`src/rtl/apb_pkg.sv`:
```
// Shared types and sizing helpers for the APB master.
// Imported by the controller and its response mux.
package apb_pkg;

  typedef enum logic [1:0] {
    IDLE,
    SETUP,
    ACCESS,
    DERR
  } state_t;

  localparam int APB_PROT_W = 3;

  function automatic int idx_w(input int n);
    return (n > 2) ? $clog2(n) : 1;
  endfunction

  function automatic int strb_w(input int dw);
    return dw / 8;
  endfunction

endpackage

```
`src/rtl/apb_rsp_mux.sv`:
```
// Picks the addressed slave's PRDATA/PREADY/PSLVERR.
// Out-of-range indices yield all zeros.
module apb_rsp_mux
  import apb_pkg::*;
#(
  parameter int DATA_WIDTH = 32,
  parameter int SLAVES_NUM = 2,
  parameter int IDX_W      = idx_w(SLAVES_NUM)
) (
  input  logic [IDX_W-1:0]                 idx,
  input  logic [SLAVES_NUM*DATA_WIDTH-1:0] prdata,
  input  logic [SLAVES_NUM-1:0]            pready,
  input  logic [SLAVES_NUM-1:0]            pslverr,
  output logic [DATA_WIDTH-1:0]            sel_rdata,
  output logic                             sel_ready,
  output logic                             sel_err
);

  always_comb begin
    sel_rdata = '0;
    sel_ready = 1'b0;
    sel_err   = 1'b0;
    for (int i = 0; i < SLAVES_NUM; i++) begin
      if (idx == IDX_W'(i)) begin
        sel_rdata = prdata[i*DATA_WIDTH +: DATA_WIDTH];
        sel_ready = pready[i];
        sel_err   = pslverr[i];
      end
    end
  end

endmodule

```
`src/rtl/apb_master_ctrl.sv`:
```
// APB4 master: request port to multi-slave APB bus with
// address decode, wait-state timeout and one response per request.
module apb_master_ctrl
  import apb_pkg::*;
#(
  parameter int DATA_WIDTH     = 32,
  parameter int ADDR_WIDTH     = 32,
  parameter int SLAVES_NUM     = 2,
  parameter int SEL_LSB        = 12,
  parameter int TIMEOUT_CYCLES = 16
) (
  input  logic                             PCLK,
  input  logic                             PRESETn,
  input  logic                             req_valid,
  output logic                             req_ready,
  input  logic [ADDR_WIDTH-1:0]            req_addr,
  input  logic                             req_write,
  input  logic [DATA_WIDTH-1:0]            req_wdata,
  input  logic [strb_w(DATA_WIDTH)-1:0]    req_strb,
  input  logic [APB_PROT_W-1:0]            req_prot,
  output logic                             rsp_valid,
  output logic [DATA_WIDTH-1:0]            rsp_rdata,
  output logic                             rsp_err,
  output logic                             rsp_timeout,
  output logic [ADDR_WIDTH-1:0]            PADDR,
  output logic [SLAVES_NUM-1:0]            PSEL,
  output logic                             PENABLE,
  output logic                             PWRITE,
  output logic [DATA_WIDTH-1:0]            PWDATA,
  output logic [strb_w(DATA_WIDTH)-1:0]    PSTRB,
  output logic [APB_PROT_W-1:0]            PPROT,
  input  logic [SLAVES_NUM*DATA_WIDTH-1:0] PRDATA,
  input  logic [SLAVES_NUM-1:0]            PREADY,
  input  logic [SLAVES_NUM-1:0]            PSLVERR
);

  localparam int IDX_W = idx_w(SLAVES_NUM);
  localparam int CNT_W =
    (TIMEOUT_CYCLES > 1) ? $clog2(TIMEOUT_CYCLES + 1) : 1;

  state_t                state;
  state_t                state_nxt;
  logic [IDX_W-1:0]      idx;
  logic [CNT_W-1:0]      cnt;
  logic [ADDR_WIDTH-1:0] dec;
  logic                  dec_ok;
  logic                  accept;
  logic                  done;
  logic                  tmo;
  logic [DATA_WIDTH-1:0] sel_rdata;
  logic                  sel_ready;
  logic                  sel_err;

  apb_rsp_mux #(
    .DATA_WIDTH (DATA_WIDTH),
    .SLAVES_NUM (SLAVES_NUM),
    .IDX_W      (IDX_W)
  ) u_rsp_mux (
    .idx       (idx),
    .prdata    (PRDATA),
    .pready    (PREADY),
    .pslverr   (PSLVERR),
    .sel_rdata (sel_rdata),
    .sel_ready (sel_ready),
    .sel_err   (sel_err)
  );

  // Whole field above SEL_LSB must be in range; aliases are decode errors.
  assign dec    = req_addr >> SEL_LSB;
  assign dec_ok = dec < ADDR_WIDTH'(SLAVES_NUM);

  assign tmo = (TIMEOUT_CYCLES != 0) && !sel_ready &&
               (cnt == CNT_W'(TIMEOUT_CYCLES));
  assign done = (state == ACCESS) && (sel_ready || tmo);

  assign req_ready = (state == IDLE) || done;
  assign accept    = req_valid && req_ready;
  assign PENABLE   = (state == ACCESS);

  always_comb begin
    PSEL = '0;
    if (state == SETUP || state == ACCESS) begin
      for (int i = 0; i < SLAVES_NUM; i++) begin
        PSEL[i] = (idx == IDX_W'(i));
      end
    end
  end

  always_comb begin
    state_nxt = state;
    unique case (state)
      IDLE: begin
        if (accept) state_nxt = dec_ok ? SETUP : DERR;
      end
      SETUP: state_nxt = ACCESS;
      ACCESS: begin
        if (done) begin
          if (!accept)     state_nxt = IDLE;
          else if (dec_ok) state_nxt = SETUP;
          else             state_nxt = DERR;
        end
      end
      DERR:    state_nxt = IDLE;
      default: state_nxt = IDLE;
    endcase
  end

  always_ff @(posedge PCLK or negedge PRESETn) begin
    if (!PRESETn) begin
      state <= IDLE;
      cnt   <= '0;
    end else begin
      state <= state_nxt;
      // SETUP always precedes ACCESS, so the count starts at zero
      cnt <= (state == ACCESS && !sel_ready) ? cnt + CNT_W'(1) : '0;
    end
  end

  always_ff @(posedge PCLK or negedge PRESETn) begin
    if (!PRESETn) begin
      idx    <= '0;
      PADDR  <= '0;
      PWRITE <= 1'b0;
      PWDATA <= '0;
      PSTRB  <= '0;
      PPROT  <= '0;
    end else if (accept) begin
      idx    <= dec[IDX_W-1:0];
      PADDR  <= req_addr;
      PWRITE <= req_write;
      PWDATA <= req_wdata;
      PSTRB  <= req_write ? req_strb : '0;
      PPROT  <= req_prot;
    end
  end

  always_ff @(posedge PCLK or negedge PRESETn) begin
    if (!PRESETn) begin
      rsp_valid   <= 1'b0;
      rsp_rdata   <= '0;
      rsp_err     <= 1'b0;
      rsp_timeout <= 1'b0;
    end else begin
      rsp_valid <= 1'b0;
      if (done) begin
        rsp_valid   <= 1'b1;
        rsp_err     <= sel_ready ? sel_err : 1'b1;
        rsp_timeout <= !sel_ready;
        rsp_rdata   <= (sel_ready && !PWRITE && !sel_err)
                       ? sel_rdata : '0;
      end else if (state == DERR) begin
        rsp_valid   <= 1'b1;
        rsp_err     <= 1'b1;
        rsp_timeout <= 1'b0;
        rsp_rdata   <= '0;
      end
    end
  end

endmodule
```
`config.mk`:
```
export PLATFORM = sky130hd
export DESIGN_NAME = apb_master_ctrl
export DESIGN_NICKNAME = d
export VERILOG_FILES = /design/src/rtl/apb_pkg.sv /design/src/rtl/apb_rsp_mux.sv /design/src/rtl/apb_master_ctrl.sv
export SDC_FILE = /design/constraint.sdc
export NUM_CORES = 1
export LEC_CHECK = 0
export ABC_AREA = 1
export BUFFER_PORTS_ARGS = -buffer_cell sky130_fd_sc_hd__buf_4
export CAP_MARGIN = 10
export CORE_MARGIN = 4
export CORE_UTILIZATION = 49
export CTS_CLUSTER_DIAMETER = 150
export DETAILED_ROUTE_END_ITERATION = 10
export PLACE_DENSITY = 0.93
export SYNTH_ARGS = -nofsm -noshare
export SYNTH_HDL_FRONTEND = slang
export SYNTH_SLANG_ARGS = --single-unit
```
`constraint.sdc`:
```
create_clock -name PCLK -period 4.7 [get_ports PCLK]
set_input_delay 0.47 -clock PCLK [delete_from_list [all_inputs] [get_ports PCLK]]
set_output_delay 0.47 -clock PCLK [all_outputs]
set_load 0.02 [all_outputs]
```
==> results of run 1 <==
-- state kept, by name, summed over array words and instances, names as in the netlist, 2 cells and up --
name,cells
rsp_rdata,32
state,2
PWDATA,32
cnt,5
PPROT,3
PADDR,32
PSTRB,4
-- area by class of cell --
cell class                      count  area [sq um]  area share, %
Clock buffer                       24           470           6.34
Timing Repair Buffer              257          1950           26.2
Sequential cell                   114          2850           38.4
Inverter                           34           135           1.82
Multi-Input combinational cell    383          1770           23.8
Clock inverter                      6          80.1           1.08
Tap cell                          133           166           2.24
-- cell usage after synthesis, drive strengths merged --
master    n
clkbuf    7
o21ai    24
o22a      1
ha        6
nand2   290
buf      22
inv      34
xnor2     1
nand4     4
a22o     32
nor3      2
nand3     6
nor2     12
xor2      2
a21oi     2
a22oi     1
dfrtp   114
-- layout by cell type, fill, tap and decap left out, types with 6 or more instances in the layout --
cell type  instances
nor2_1            11
buf_4            256
dfrtp_1          114
nand3_1            6
a22o_1            32
ha_1               6
inv_1             31
o21ai_1           20
clkbuf_16         17
nand2_1          285
-- final timing paths --
check | from | to | slack (ps) | cells past startpoint
hold reg to reg | PWDATA[28] | PWDATA[28] | 480 | 2
hold / removal | PRESETn | rsp_rdata[16] | 40 | 1
setup / recovery | PADDR[12] | PWDATA[13] | 2000 | 10
min in group PCLK | req_wdata[6] | PWDATA[6] | 170 | 3
max in group asynchronous | PRESETn | PWDATA[29] | 3470 | 2
setup reg to reg | PADDR[12] | PWDATA[13] | 2000 | 10
-- cells by family after synthesis --
kind of cell | count (synthesis) | synth area share (%)
AO/OA/AOI/OAI | 60 | 8.59
adder cells (fa/ha/maj) | 6 | 1.51
XOR/XNOR | 3 | 0.529
flip-flops | 114 | 57.5
buffers and inverters | 63 | 6.93
AND/OR/NAND/NOR | 314 | 25.0
-- power by group --
group          switching, uW  internal [uW]
clock                    403            786
combinational           1470            929
sequential               266           1390
total                   2140           3110
-- per-stage QoR --
stage / power [uW] / instance area (sq um)
finish: 5250 / 7420
global route: 5560 / 7420
CTS: 5280 / 7390
global placement: 3960 / 6840
floorplan: 3080 / 4960
detailed placement: 4060 / 6840
-- per-layer routing --
metal  wire length [um]  share of wire, %
met3               1560                10
met1               5600                37
met2               7670                51
met4                289               1.9
met5                  0                 0
==> results.md, run 1 <==
- WL final: about 15000 um
- Die ar.: 0.0118 sq mm
- Fin Hold WS: 41.2 ps
- Post-route ant nets: 0
- Postcts setup bufs: 0
- Crit-path max FO: slightly below 50
- PortBufs: between 200 and 300
- Period minus WS final: around 2700 ps
- Area grow syn2layout: 49.4%
- Post-CTS sizing: 0
- Min-delay worst type: primary input to asynchronous set/reset pin
- Setup TNS: 0 ps
- First-pass GRT wire length: 23300 um
- Routing usage on met3: around 6.9%
- Via/cell ratio: between 5 and 6
- Seq/Total Area, Yosys: between 50% and 60%
- Vias in the first global route: about 4800
- CP Data Required Time: roughly 5000 ps
- Busiest layer in global routing: met2
- Non-Filler Instances: 951
- Post-Synthesis Cells: 560
- M2 GR Usage: between 40% and 50%
- Max cap viols: 0
- CP max stage delay: between 500 and 600 ps
- Yosys top cell by area: dfrtp_1
- Synth warnings: 0
- Final #Nets: 956
- Clk sinks: between 100 and 150
- Status: finished, final reports clean
- Startpoint Class: register
- Fin. max-slew vios: 0
- Clock root buffer master: clkbuf_8
- Final WS setup: 2000 ps
- Die span in x: between 100 and 150 um
- Hold_buf cts: 0
- Slowest-stage cell, CP: nand2_2
- Synthesized cell area: between 0.004 and 0.005 sq mm
- # diodes: 0
- Critical Path AT: 3130 ps
- Drc violations: 0
- # H-tree levels: 4
- Drt wl/cell: ~16 um
- Synth Register Bits: roughly 110
- Post-route clock period utilization: a little under three fifths
- Clk Latency, worst-skew pair: around 500 ps
- GP Congestion: 0.815
- TritonRoute pass-1 iters: 5
- Starting DRT DRC Count: 335
- HPWL after detailed placement: between 10000 and 15000 um
- Row cnt: 36
- Post-Syn Nets: between 700 and 800
- Fill cell count: approximately 660
- Maximum vdd ir drop: about 0.42 mV
- Hold Fails Final Rpt: 0
- Reg clk slew, reported paths: 50 ps
- RSZ-0062 raised after global routing: false
- Worst-margin pin slew: between 700 and 800 ps
- Worst path buffer plus inverter count: 2
- Max Freq: between 0.3 and 0.4 GHz
- GRT Total Usage: 25.4%
- Share of layout cells above drive strength 1: a little over a third
- Mean Syn Cell Area: roughly 9 sq um
- Setup CP Type: register to register
- PwrDens: approximately 700 mW/mm^2
- Largest net degree at the start of global routing: between 60 and 70
- Ports: between 200 and 300
- CTS tree: built
- Grt ovf: 0
- Final number of setup-violating endpoints: 0
- Die Height: around 110 um
- Initial antenna violation count: 0
- CP top delay family: simple AND/OR/NAND/NOR gates
- Maximum clock path buffer count: 2
- Core area: about 0.0098 sq mm
- Critical Path End Type: register
- Initial Util: 50.6%
- Worst rel slew slack: 48.6%
- Synth area leaders: dfrtp_1 (57%), nand2_1 (22%), a22o_1 (5.6%)
- Routed vias: 4775
- M1 GR Usage: 30.0%
- Clock skew: around 8.4 ps
- Pleak: 0.00424 uW
- Critical Path, Cell by Cell: buf_4 > nand2_1 > nand2_2 > nand2_2 > nand2_4 > nand2_4 > nand2_2 > buf_4 > nand2_1 > nand2_1
- Cells after DPL: 920
- Yosys cell types: 28
- Area share of the largest cell type after synthesis: between 50 and 60%
- CTS Buf Count: 17
- Fin util: about 76%
- Setup WS pre-CTS: around 2100 ps
No activity file was read; power rests on OpenSTA's default activity.
==> run 2, diff against run 1 <==
Settings changed: ABC_AREA 1 to 0, CORE_UTILIZATION 49 to 45, PLACE_DENSITY 0.93 to 0.88.
Clock period 4.7 ns to 2.6 ns, I/O delays scaled along.
==> results.md, run 2 <==
- Share of layout cells above drive strength 1: about 50%
- Number of synthesized flops with an enable pin: 0
- List of most frequent post-synthesis cells: dfrtp_1 (114), mux2_2 (41), mux2i_1 (36)
- Hold Fails Final Rpt: 0
- RSZ-0062 raised after global routing: false
- Fin. max-slew vios: 0
- Synth area leaders: dfrtp_1 (60%), mux2_2 (9.6%), mux2i_1 (7.5%)
- Reg clk slew, reported paths: approximately 50 ps
- Core area: about 0.010 sq mm
- # diodes: 0
- GRT Total Usage: between 20% and 30%
- Drc violations: 0
- Initial Util: about 46%
- Pleak: around 0.0040 uW
- Worst-margin pin slew: between 1000 and 1500 ps
- Area share of the largest cell type after synthesis: around 60%
- Most common cell after layout, fill and taps aside: buf_4
- Post-Synthesis Cells: 330
- Final #Nets: approximately 800
- Min-delay worst type: primary input to register
- Post-synth ARST share: 100%
- Crit-path max FO: 5
- Row cnt: 37
- # H-tree levels: 4
- First-pass GRT wire length: between 20000 and 25000 um
- Maximum clock path buffer count: 2
- PwrDens: between 1000 and 1500 mW/mm^2
- Die ar.: 0.0124 sq mm
- Critical Path AT: 2000 ps
- Starting DRT DRC Count: 156
- Worst rel slew slack: between 30% and 40%
- DP Area: around 0.0068 sq mm
- HPWL after detailed placement: between 9000 and 10000 um
- Post-route clock period utilization: ~87%
- Post-route ant nets: 0
- TritonRoute pass-1 iters: 4
- Drt wl/cell: around 18 um
- Synth warnings: 0
- Largest net degree at the start of global routing: between 70 and 80
- Ports: 254
- CP Data Required Time: between 2000 and 2500 ps
- CTS tree: built
- Clock skew: ~8.8 ps
- Startpoint Class: register
- Setup TNS: 0 ps
- Yosys top cell by area: dfrtp_1
- Total design power: roughly 9700 uW
- Period minus WS final: 2260 ps
- Area grow syn2layout: 69.5%
- Clk Latency, worst-skew pair: approximately 510 ps
- Die Height: approximately 110 um
- PortBufs: about 250
- Post-CTS sizing: 0
- Routed vias: about 4100
- Clock root buffer master: clkbuf_8
- Top FF cell, synth: dfrtp_1
- Synth Register Bits: 114
- GP Congestion: around 0.83
- Final number of setup-violating endpoints: 0
- CTS Buf Count: 17
- Setup CP Type: register to output port
- Post-Syn Nets: between 400 and 500
- Yosys cell types: 38
- Maximum vdd ir drop: approximately 0.64 mV
- Design Area, Final: about 0.0081 sq mm
- Max Freq: 0.443 GHz
- Seq/Total Area, Yosys: between 50% and 60%
- Status: finished, final reports clean
- Grt ovf: 0
- Mean Syn Cell Area: 14.5 sq um
- Most common cell in the netlist: dfrtp_1
- Clk sinks: roughly 110
- Critical Path End Type: output port
- Synthesized cell area: approximately 0.0048 sq mm
- WL final: around 15000 um
- Biggest regs: PADDR: 32 flops, PWDATA: 32 flops, rsp_rdata: 32 flops
- Commonest non-fill, non-tap cells in the layout: buf_4 (257), dfrtp_1 (113), dlygate4sd3_1 (69)
- Vias in the first global route: about 4700
- Max cap viols: 0
- Via/cell ratio: between 5 and 6
- Initial antenna violation count: 0
- Die span in x: around 110 um
-- run 2: changes by cell type in the layout (fill, tap and decap cells not counted), sizes merged, moves of 6 or more --
cell | before | now
o2bb2ai | 0 | 32
mux2 | 0 | 68
dlygate4sd3 | 0 | 69
a22o | 32 | 0
nor2 | 12 | 6
o21ai | 24 | 4
nand2 | 290 | 7
inv | 34 | 11
mux2i | 0 | 37
-- run 2: kinds of logic (layout without fill, tap and decap cells) --
kind of cell,count (synthesis),after routing,synth area share [%]
xor+xnor,3,3,0.548
simple gates,28,28,3.11
flops,114,114,59.5
fa+ha+maj,6,6,1.57
buf+inv,29,370,3.52
mux,105,105,23.8
compound gates,45,45,7.94
-- run 2: layout make-up --
| type | instances | area, sq um |
|---|---|---|
| clock buffers | 21 | 469 |
| clock inverters | 10 | 155 |
| fillers | 555 | 2250 |
| inverters | 11 | 41.3 |
| multi-input cells | 187 | 1770 |
| flip-flops and latches | 114 | 2850 |
| well taps | 136 | 170 |
| repair buffers | 328 | 2660 |
-- run 2: through the flow --
stage          std cells  utilization, %  worst slack [ps]  hold WS [ps]
2_1_floorplan        330               -               692         -35.6
3_3_place_gp         707            65.6               560           115
3_5_place_dp         707            65.6               359           121
4_1_cts              807            78.3               321          3.98
5_1_grt              807            78.3               203         0.462
6_report             807            78.3               344          12.2
-- run 2: power by group --
part	internal (uW)	switching (uW)
registers	2510	446
clock network	1640	785
logic	2040	2270
-- run 2: path summary, 6_finish.rpt --
path,from,to,slack [ps],cells after the start
max,cnt[0],req_ready,340,6
min,req_addr[29],PADDR[29],10,2
max reg2reg,PADDR[12],rsp_rdata[1],350,5
min reg2reg,rsp_rdata[3],rsp_rdata[3],490,1
max in group asynchronous,PRESETn,PADDR[17],1690,3
min in group asynchronous,PRESETn,rsp_rdata[15],140,2
-- run 2: timing repair --
item	CTS	global route
hold buffers	69	0
buffers inserted	0	0
endpoints found under the hold margin	139	0
-- run 2: routing by layer --
metal / vias up / share of wire, % / track usage (%)
li1: 1852 / - / -
met1: 1996 / 37 / 27.4
met2: 203 / 53 / 43.6
met3: 43 / 6.5 / 6.33
met4: 0 / 3.2 / 11.5
met5: - / 0 / 0
-- run 2: worst max-delay path, cell delays in order (launching register included) --
cell and delay [ps]:
dfrtp_1 410, inv_1 70, ha_1 140, nand4bb_1 240, a21boi_2 330, or2_2 160
buf_4 140
==> run 3, diff against run 2 <==
Settings changed: GPL_TIMING_DRIVEN set to 0, SLEW_MARGIN set to 5.
==> results.md, run 3 (synthesis results as in run 2) <==
- Reg clk slew, reported paths: 60 ps
- Min-delay src: req_addr[31]
- Setup WS pre-CTS: ~460 ps
- Worst-margin pin slew: approximately 1000 ps
- Vias in the first global route: 4703
- Min-delay worst type: primary input to register
- PortBufs: ~250
- Row cnt: 37
- Max cap viols: 0
- CP Data Required Time: approximately 2300 ps
- Pleak: between 0.003 and 0.004 uW
- CTS tree: built
- CTS Buf Count: 17
- Core area: 0.0104 sq mm
- Most common cell after layout, fill and taps aside: buf_4
- Post-route clock period utilization: 87.0%
- CP top delay family: simple AND/OR/NAND/NOR gates
- Drt wl/cell: between 15 and 20 um
- HPWL after detailed placement: roughly 10000 um
- GRT Total Usage: a little under a quarter
- Worst path buffer plus inverter count: 2
- Starting DRT DRC Count: 141
- Maximum vdd ir drop: 0.705 mV
- Via/cell ratio: around 5.0
- Post-CTS sizing: 0
- Initial antenna violation count: 0
- Maximum clock path buffer count: 2
- Routed vias: between 4000 and 5000
- Hold Path End: PADDR[31]
- Clk sinks: ~110
- Fin util: 78.0%
- PwrDens: between 1000 and 1500 mW/mm^2
- Startpoint Class: register
- TritonRoute pass-1 iters: 4
- Reg2Reg Setup Slack: around 460 ps
- Reg2Reg Launch Point: cnt[0]
- Hold depth: 2
- Setup TNS: 0 ps
- Die ar.: about 0.012 sq mm
- Commonest non-fill, non-tap cells in the layout: buf_4 (254), dfrtp_1 (114), dlygate4sd3_1 (64)
- Critical Path, Cell by Cell: inv_1 > ha_1 > nand4bb_1 > a21boi_2 > or2_2 > buf_4
- RSZ-0062 raised after global routing: false
- Fin Hold WS: roughly 28 ps
- Drc violations: 0
- Clk Latency, worst-skew pair: about 490 ps
- Biggest regs: PADDR: 32 flops, PWDATA: 32 flops, rsp_rdata: 32 flops
- Crit-path max FO: 5
- Share of layout cells above drive strength 1: 49.7%
- Initial Util: around 46%
- Fin. max-slew vios: 0
- Hold Fails Final Rpt: 0
- Final WS setup: about 340 ps
- Final #Nets: around 820
- Final number of setup-violating endpoints: 0
- First-pass GRT wire length: ~24000 um
- Stages on the worst setup path: 6
- Critical Path AT: around 2000 ps
- Ports: ~250
- Die span in x: 111 um
- Reg-to-reg endpoint: PADDR[18]
- Die Height: 111 um
- GP Congestion: 0.813
- Largest net degree at the start of global routing: approximately 120
- Post-route ant nets: 0
- Slowest-stage cell, CP: dfrtp_1
- Worst rel slew slack: 31.4%
- WL final: between 10000 and 15000 um
- Grt ovf: 0
- Setup CP Type: register to output port
- Period minus WS final: 2260 ps
- Critical Path End Type: output port
- CP max stage delay: between 400 and 500 ps
- Status: finished, final reports clean
- Area grow syn2layout: 68.8%
- Worst R2R Path Depth: 7
- Clock skew: 11.3 ps
- # H-tree levels: 4
- Max Freq: about 0.44 GHz
- Clock root buffer master: clkbuf_8
## run 3: cell types whose count changed in the layout (fill, tap and decap cells not counted), moves of 2 or more
cell / previous run / this run
buf_12: 2 / 0
dlygate4sd3_1: 69 / 64
buf_6: 0 / 8
clkbuf_1: 0 / 9
clkinvlp_4: 2 / 4
clkinv_4: 0 / 2
clkbuf_8: 5 / 1
buf_4: 257 / 254
## run 3: final cells by class
cell class | count | area [sq um]
flip-flops and latches | 114 | 2850
plain buffers | 18 | 128
diodes | 1 | 2.50
well taps | 136 | 170
multi-input cells | 187 | 1770
clock inverters | 13 | 161
fillers | 620 | 2280
inverters | 11 | 41.3
clock buffers | 18 | 418
repair buffers | 317 | 2540
## run 3: power breakdown
group          internal, uW  total [uW]  leakage [uW]  switching [uW]
Clock                  1450        2260      0.000273             809
Combinational          2100        4390       0.00229            2290
Sequential             2510        2940       0.00142             436
Total                  6060        9600       0.00398            3540
## run 3: repair_timing
item | in CTS | in global routing
setup buffers | 0 | 0
hold buffers | 62 | 2
hold endpoints to repair | 175 | 2
## run 3: per-stage QoR
| stage | area (sq um) | power (uW) | cells |
|---|---|---|---|
| floorplan | 4790 | 5380 | 330 |
| global placement | 6860 | 7090 | 719 |
| detailed placement | 6870 | 7250 | 719 |
| CTS | 8070 | 9610 | 812 |
| global route | 8090 | 10100 | 814 |
| finish | 8090 | 9600 | 815 |
## run 3: worst max path at each step
stage | startpoint | endpoint
4_1_cts | PADDR[12] | PSEL[1]
3_3_place_gp | cnt[0] | PADDR[7]
6_report | cnt[0] | req_ready
3_5_place_dp | cnt[0] | PADDR[11]
5_1_grt | cnt[0] | req_ready
2_1_floorplan | state[0] | PWDATA[10]
## run 3: per-layer routing
| layer | wire (um) | track usage (%) | vias up |
|---|---|---|---|
| met1 | 5430 | 25.8 | 2017 |
| li1 | - | - | 1878 |
| met2 | 7940 | 43.8 | 171 |
| met4 | 394 | 8.43 | 0 |
| met3 | 990 | 7.21 | 29 |
| met5 | 0 | 0 | - |
## run 3: worst register-to-register path: cells and delay by family, from the launching register on
kind | cells | cell delay (ps)
buffers and inverters | 2 | 290
and+or+nand+nor | 1 | 250
muxes | 1 | 360
DFF | 1 | 390
adders and majority gates | 1 | 190
AOI/OAI and AO/OA | 2 | 540
